===== src/rtl/mul_pkg.sv =====
// Shared definitions for the sequential shift-and-add multiplier.
package mul_pkg;

  localparam logic [1:0] ST_IDLE = 2'd0;
  localparam logic [1:0] ST_RUN  = 2'd1;
  localparam logic [1:0] ST_DONE = 2'd2;

endpackage


===== src/rtl/rca_nb.sv =====
// WIDTH-bit ripple-carry adder built from a chain of full-adder cells.
module rca_nb #(
  parameter int unsigned WIDTH = 4
) (
  input  logic [WIDTH-1:0] i_a,
  input  logic [WIDTH-1:0] i_b,
  input  logic             i_cin,
  output logic [WIDTH-1:0] o_s,
  output logic             o_cout
);

  logic [WIDTH:0] w_c;

  assign w_c[0] = i_cin;

  for (genvar i = 0; i < WIDTH; i++) begin : g_fa
    assign o_s[i]     = i_a[i] ^ i_b[i] ^ w_c[i];
    assign w_c[i + 1] = (i_a[i] & i_b[i]) | (w_c[i] & (i_a[i] ^ i_b[i]));
  end

  assign o_cout = w_c[WIDTH];

endmodule


===== src/rtl/shift_add_mul_ctrl.sv =====
// Sequential unsigned multiplier: one adder reused over WIDTH steps per operation,
// with a start/ready/done handshake toward the host.
module shift_add_mul_ctrl
  import mul_pkg::*;
#(
  parameter int unsigned WIDTH = 4
) (
  input  logic               i_clk,
  input  logic               i_rst,
  input  logic               i_start,
  input  logic [WIDTH-1:0]   i_x,
  input  logic [WIDTH-1:0]   i_y,
  output logic               o_ready,
  output logic               o_busy,
  output logic               o_done,
  output logic [2*WIDTH-1:0] o_product
);

  localparam int unsigned        CNT_W     = $clog2(WIDTH + 1);
  localparam logic [CNT_W-1:0]   LAST_STEP = CNT_W'(WIDTH - 1);

  logic [1:0]         r_state;
  logic [1:0]         w_state_next;
  logic [WIDTH-1:0]   r_mcand;
  // The extra carry bit of the accumulator is always 0 after the shift, so it is not stored.
  logic [2*WIDTH-1:0] r_acc;
  logic [CNT_W-1:0]   r_step;
  logic [2*WIDTH-1:0] r_product;

  logic               w_accept;
  logic               w_last;
  logic [WIDTH-1:0]   w_addend;
  logic [WIDTH-1:0]   w_sum;
  logic               w_cout;
  logic [2*WIDTH-1:0] w_acc_next;

  assign w_accept   = o_ready & i_start;
  assign w_last     = (r_state == ST_RUN) && (r_step == LAST_STEP);
  assign w_addend   = r_acc[0] ? r_mcand : '0;
  assign w_acc_next = {w_cout, w_sum, r_acc[WIDTH-1:1]};
  assign o_product  = r_product;

  rca_nb #(
    .WIDTH(WIDTH)
  ) u_rca (
    .i_a   (r_acc[2*WIDTH-1:WIDTH]),
    .i_b   (w_addend),
    .i_cin (1'b0),
    .o_s   (w_sum),
    .o_cout(w_cout)
  );

  always_ff @(posedge i_clk) begin
    if (i_rst) begin
      r_state <= ST_IDLE;
    end else begin
      r_state <= w_state_next;
    end
  end

  always_comb begin
    w_state_next = r_state;
    case (r_state)
      ST_IDLE: if (i_start) w_state_next = ST_RUN;
      ST_RUN:  if (w_last) w_state_next = ST_DONE;
      ST_DONE: w_state_next = i_start ? ST_RUN : ST_IDLE;
      default: w_state_next = ST_IDLE;
    endcase
  end

  always_comb begin
    o_ready = 1'b0;
    o_busy  = 1'b0;
    o_done  = 1'b0;
    case (r_state)
      ST_IDLE: o_ready = 1'b1;
      ST_RUN:  o_busy  = 1'b1;
      ST_DONE: begin
        o_ready = 1'b1;
        o_done  = 1'b1;
      end
      default: ;
    endcase
  end

  always_ff @(posedge i_clk) begin
    if (i_rst) begin
      r_mcand   <= '0;
      r_acc     <= '0;
      r_step    <= '0;
      r_product <= '0;
    end else if (w_accept) begin
      r_mcand <= i_x;
      r_acc   <= {{WIDTH{1'b0}}, i_y};
      r_step  <= '0;
    end else if (r_state == ST_RUN) begin
      r_acc  <= w_acc_next;
      r_step <= r_step + CNT_W'(1);
      if (w_last) r_product <= w_acc_next;
    end
  end

endmodule


===== config.mk =====
export PLATFORM = sky130hd
export DESIGN_NAME = shift_add_mul_ctrl
export DESIGN_NICKNAME = d
export VERILOG_FILES = /design/src/rtl/mul_pkg.sv /design/src/rtl/rca_nb.sv /design/src/rtl/shift_add_mul_ctrl.sv
export SDC_FILE = /design/constraint.sdc
export NUM_CORES = 1
export LEC_CHECK = 0
export CORE_MARGIN = 4
export CORE_UTILIZATION = 42
export CTS_CLUSTER_SIZE = 20
export DETAILED_ROUTE_END_ITERATION = 8
export PLACE_DENSITY_LB_ADDON = 0.3
export SYNTH_ARGS = -nofsm -noshare
export SYNTH_HDL_FRONTEND = slang
export SYNTH_HIERARCHICAL = 1
export SYNTH_SLANG_ARGS = --single-unit

===== constraint.sdc =====
create_clock -name i_clk -period 4.65 [get_ports i_clk]
set_input_delay 0.465 -clock i_clk [delete_from_list [all_inputs] [get_ports i_clk]]
set_output_delay 0.465 -clock i_clk [all_outputs]
set_load 0.02 [all_outputs]

## Word-level counts from Yosys, hierarchy flattened

Cells that the tools add are included.

| operators by class | value |
|---|---|
| reductions and logical operators | 7 |
| add/subtract/negate cells | 1 |
| equal/unequal tests | 5 |
| bitwise logic cells | 19 |
| muxes and demuxes | 10 |

Operators with widths:

| operator | number |
|---|---|
| $mux 4 | 3 |
| $and 1x1->1 | 8 |
| $xor 1x1->1 | 7 |
| $pmux 2 s3 | 1 |
| $mux 1 | 4 |
| $mux 2 | 2 |
| $ne 2x2->1 const B | 2 |
| $reduce_or 2->1 | 2 |
| $add 3x1->3 const B | 1 |
| $eq 3x2->1 const B | 1 |
| $or 1x1->1 | 3 |
| $reduce_and 3->1 | 1 |
| $eq 2x1->1 const B | 1 |
| $eq 2x2->1 const B | 1 |
| $logic_not 2->1 | 1 |
| $reduce_and 2->1 | 1 |
| $reduce_bool 2->1 | 1 |
| $logic_and 1x1->1 | 1 |
| $not 1->1 | 1 |

| storage, ports and cells | value |
|---|---|
| input port bits | 11 |
| output and inout port bits | 11 |
| register bits after elaboration | 25 |

## Depth between registers and ports, before layout

| depth | value |
|---|---|
| depth in word-level cells | 8 |
| depth in mapped cells | 11 |
| gate-level depth less buffers | 11 |

## Hierarchy

The synthesis kept the hierarchy.

By module, submodules not included:

| module | instances | area an instance (µm²) | cells each |
|---|---|---|---|
| shift_add_mul_ctrl | 1 | 988.4 | 119 |
| rca_nb | 1 | 117.6 | 14 |

## Worst setup path after synthesis

OpenSTA, ideal clock, no wires.

| path | value |
|---|---|
| path kind | register -> register |
| start point | reg r_acc[0] |
| end point | reg r_product[6] (netlist: o_product[6]) |
| slack | 2.450 ns |
| stages on the path, launching flop included | 12 |
| period minus slack after synthesis | 2.200 ns |
| buffers on the path | 0 |
| data required time | 4.580 ns |
| arrival | 2.130 ns |
| path through | dfxtp_1 > and2_1 > fa_1 > inv_1 > fa_1 > inv_1 > fa_1 > inv_1 > fa_1 > inv_1 > nand3_1 > a21oi_1 |

| between the ends | value |
|---|---|
| word-level cells in the longest chain between the ends | 7 |
| elaborated cells between the ends (all ways) | 12 |
| those cells by class | mux: 1; bitwise: 11 |

Ends and longest elaborated chain:

| what | RTL line | source |
|---|---|---|
| start, declared | shift_add_mul_ctrl.sv:26 | `logic [2*WIDTH-1:0] r_acc;` |
| start signal, assigned | shift_add_mul_ctrl.sv:94 | `r_acc <= {{WIDTH{1'b0}}, i_y};` |
| start signal, assigned | shift_add_mul_ctrl.sv:97 | `r_acc <= w_acc_next;` |
| $mux 4 | shift_add_mul_ctrl.sv:39 | `assign w_addend = r_acc[0] ? r_mcand : '0;` |
| net w_addend[0] | shift_add_mul_ctrl.sv:32 | `logic [WIDTH-1:0] w_addend;` |
| $and 1x1->1 (2 in series) | rca_nb.sv:18 | `assign w_c[i + 1] = (i_a[i] & i_b[i]) \| (w_c[i] & (i_a[i] ^ i_b[i]));` |
| $or 1x1->1 | rca_nb.sv:18 |  |
| $and 1x1->1 | rca_nb.sv:18 |  |
| $or 1x1->1 | rca_nb.sv:18 |  |
| $xor 1x1->1 | rca_nb.sv:17 | `assign o_s[i] = i_a[i] ^ i_b[i] ^ w_c[i];` |
| net w_sum[3] | shift_add_mul_ctrl.sv:33 | `logic [WIDTH-1:0] w_sum;` |
| end signal, assigned | shift_add_mul_ctrl.sv:99 | `if (w_last) r_product <= w_acc_next;` |
| end, declared | shift_add_mul_ctrl.sv:28 | `logic [2*WIDTH-1:0] r_product;` |

The timed path passes the listed nets, and every way through them passes these cells.
A chain may end at the register's enable or synchronous reset.

## Worst setup path in the final report

| path | value |
|---|---|
| start point | reg r_state[0] |
| end point | out o_busy |

| between the ends | value |
|---|---|
| word-level cells in the longest chain between the ends | 2 |

Ends and longest elaborated chain:

| what | RTL line | source |
|---|---|---|
| start, declared | shift_add_mul_ctrl.sv:22 | `logic [1:0] r_state;` |
| start signal, assigned | shift_add_mul_ctrl.sv:57 | `r_state <= w_state_next;` |
| $eq 2x1->1 | shift_add_mul_ctrl.sv:75 | `case (r_state)` |
| $mux 1 | shift_add_mul_ctrl.sv:75 |  |
| end, declared | shift_add_mul_ctrl.sv:14 | `output logic o_busy,` |

Every way passes these cells.

==> impl_metrics.env <==
export IMPL_multi_input_area_um2=511.7
export IMPL_setup_viol=0
export IMPL_fp_row_count=18
export IMPL_arrival_ns=2.07
export IMPL_tritoncts="built"
export IMPL_finalPower_uw=375.1
export IMPL_place_ws_ns=2.327
export IMPL_wl_um=2112
export IMPL_vias=890
export IMPL_ir_worst_vdd_mv=0.1457
export IMPL_instances_no_fill=180
export IMPL_status="complete, no violations"
export IMPL_post_route_min_period_ns=2.531
export IMPL_clock_sinks=25
export IMPL_grt_max_degree=22
export IMPL_grt_pass1_vias=865
export IMPL_cts_root_buffer="clkbuf_4"
export IMPL_slowest_delay_ns=0.67
export IMPL_crit_family="buffers and inverters"
export IMPL_critPathLaunchType="register"
export IMPL_cpMaxStageDelayCell="clkdlybuf4s50_1"
export IMPL_dp_cells=176
export IMPL_cts_hold_buffers=0
export IMPL_final_common_cell="nand2_1"
export IMPL_core_region_area_um2=2500
export IMPL_synth_area_um2=1106
export IMPL_finalClockSkew_ns=0.01060
export IMPL_worst_pin_slew_ns=0.7083
export IMPL_end_kind="output pin"
export IMPL_p_sw_uw=98.99
export IMPL_synth_seq_cells=25
export IMPL_cts_resized=0
export IMPL_fillers=248
export IMPL_maxSlewHeadroom_pct=52.63
export IMPL_postRouteAntennaNets=0
export IMPL_drt_initial_drc_count=28
export IMPL_crit_required_ns=4.18
export IMPL_yosysSeqAreaShare_pct=45.25
export IMPL_grt_use_total_pct=14.12
export IMPL_cts_setup_buffers=0
export IMPL_setup_slack_ns=2.119
export IMPL_comb_power_share_pct=12.7
export IMPL_synth_fp_nets=150
export IMPL_numCtsBuffers=3
export IMPL_dp_final_hpwl_um=1559
export IMPL_cap_viol_max_count=0
export IMPL_synth_avg_cell_area_um2=8.316
export IMPL_setup_tns_ns=0
export IMPL_grt_overflow=0
export IMPL_via_per_inst=4.944
export IMPL_intPower_uw=276.1
export IMPL_regArea_um2=500.5
export IMPL_syn_inst=133
export IMPL_drc=0
export IMPL_worst_path_max_fanout=21
export IMPL_die_x_um=59.32
export IMPL_slew_violations=0
export IMPL_synth_ff_type="dfxtp_1"
export IMPL_htree_levels=1
export IMPL_rsz0062_at_grt="false"
export IMPL_die_h_um=59.32
export IMPL_final_cell_mix="26 x nand2_1, 25 x dfxtp_1, 21 x clkdlybuf4s50_1"
export IMPL_path_class="reg -> out"
export IMPL_port_buffers=21
export IMPL_crit_chain="nand2b_1 > inv_2 > clkdlybuf4s50_1"
export IMPL_async_flop_share_pct=0
export IMPL_start_util_pct=44.24
export IMPL_area_growth_pct=20.81
export IMPL_antenna_found_initial=0
export IMPL_power_frac_seq_pct=60.8
export IMPL_switching_share_pct=26.39
export IMPL_critPathBufInv=2
export IMPL_die_area_um2=3518
export IMPL_wl_per_cell_um=11.73
export IMPL_fin_nets=168
export IMPL_fmax_ghz=0.3951
export IMPL_ys_warn_count=6
export IMPL_place_congestion=0.7635
export IMPL_min_period_over_period_pct=54.43
export IMPL_cts_clk_slew_worst_paths_ns=0.14
export IMPL_min_path_type="reg -> reg"
export IMPL_synthDistinctLibCells=24
export IMPL_firstDrtPassIters=4
export IMPL_num_antenna_cells=0
export IMPL_power_density_nw_per_um2=280.7
export IMPL_timing_reg2reg_setup_slack_ns=2.29
export IMPL_grt_pass1_wl_um=3636
export IMPL_num_io_pins=22
export IMPL_hold_violations=0
export IMPL_clkPwrFrac_pct=26.5
export IMPL_clock_latency_ns=0.33
export IMPL_power_static_leakage_uw=0.0004948
export IMPL_layout_drive_gt1_share_pct=4.667
export IMPL_synth_edf_count=0
export IMPL_cts_path_max_buffers=2
stage by stage:
stage | hold WS [ns] | instance area, um2 | util [%]
floorplan | 0.4317 | 1106 | -
global placement | 0.4422 | 1309 | 52.35
detailed placement | 0.4481 | 1309 | 52.35
CTS | 0.4673 | 1336 | 53.45
global route | 0.4897 | 1336 | 53.45
finish | 0.4655 | 1336 | 53.45
state kept, by name, indices dropped and copies added (netlist names):
name / flops
r_mcand: 4
r_state: 2
o_product: 8
r_step: 3
r_acc: 8
area by class of cell:
| cell class | instances | share of cell area, % |
|---|---|---|
| Clock buffer | 3 | 1.685 |
| Clock inverter | 1 | 0.3745 |
| Inverter | 13 | 3.652 |
| Multi-Input combinational cell | 87 | 38.30 |
| Sequential cell | 25 | 37.45 |
| Tap cell | 30 | 2.809 |
| Timing Repair Buffer | 21 | 15.73 |
metal layers:
metal  global-route usage (%)  part of all wire (%)  vias to the layer above
met2                    22.78                    44                       25
met3                    2.614                   6.2                        7
li1                         -                     -                      460
met5                        0                     0                        -
met1                    16.80                    47                      398
met4                    9.709                   3.1                        0
worst paths after layout:
kind / start / end / cells past startpoint
setup reg to reg: r_acc[0]$_SDFFE_PP0P_ / o_product[6]$_SDFFE_PP0P_ / 11
hold reg to reg: o_product[3]$_SDFFE_PP0P_ / o_product[3]$_SDFFE_PP0P_ / 2
setup / recovery: r_state[0]$_SDFFE_PP0P_ / o_busy / 3
hold / removal: o_product[3]$_SDFFE_PP0P_ / o_product[3]$_SDFFE_PP0P_ / 2
power groups by stage:
| stage | sequential (uW) | clock (uW) | combinational, uW |
|---|---|---|---|
| floorplan | 231 | 0 | 34.9 |
| global placement | 232 | 0 | 47.3 |
| detailed placement | 233 | 0 | 48.2 |
| CTS | 228 | 105 | 48.3 |
| global route | 229 | 110 | 53.9 |
| finish | 228 | 99.3 | 47.8 |
Yosys cell counts (2+ instances only):
master,instances,area share (%)
nand2_1,26,8.8
dfxtp_1,25,45
a21oi_1,17,7.7
inv_1,12,4.1
nand3_1,8,3.6
nor3_1,8,3.6
and2_1,4,2.3
fa_1,4,7.2
nor2_1,4,1.4
o22ai_1,4,2.3
buf_2,3,1.4
buf_4,3,2.0
ha_1,2,2.3
nand2b_1,2,1.1
nor2b_1,2,1.1
kinds of logic (layout without fill, tap and decap cells):
family | count (synthesis) | count (layout) | share of synthesized area, %
buffers and inverters | 21 | 38 | 8.482
other | 1 | 1 | 0.3390
DFF | 25 | 25 | 45.25
AOI/OAI and AO/OA | 23 | 23 | 11.76
xor gates and xnor gates | 1 | 1 | 0.7920
and+or+nand+nor | 56 | 56 | 23.87
adders and majority gates | 6 | 6 | 9.502
tightest hold or removal path, stage by stage, from the launching register on:
cell,delay (ns)
dfxtp_1,0.34
nand2_1,0.05
a21oi_1,0.05
No activity file was read; power rests on OpenSTA's default activity.
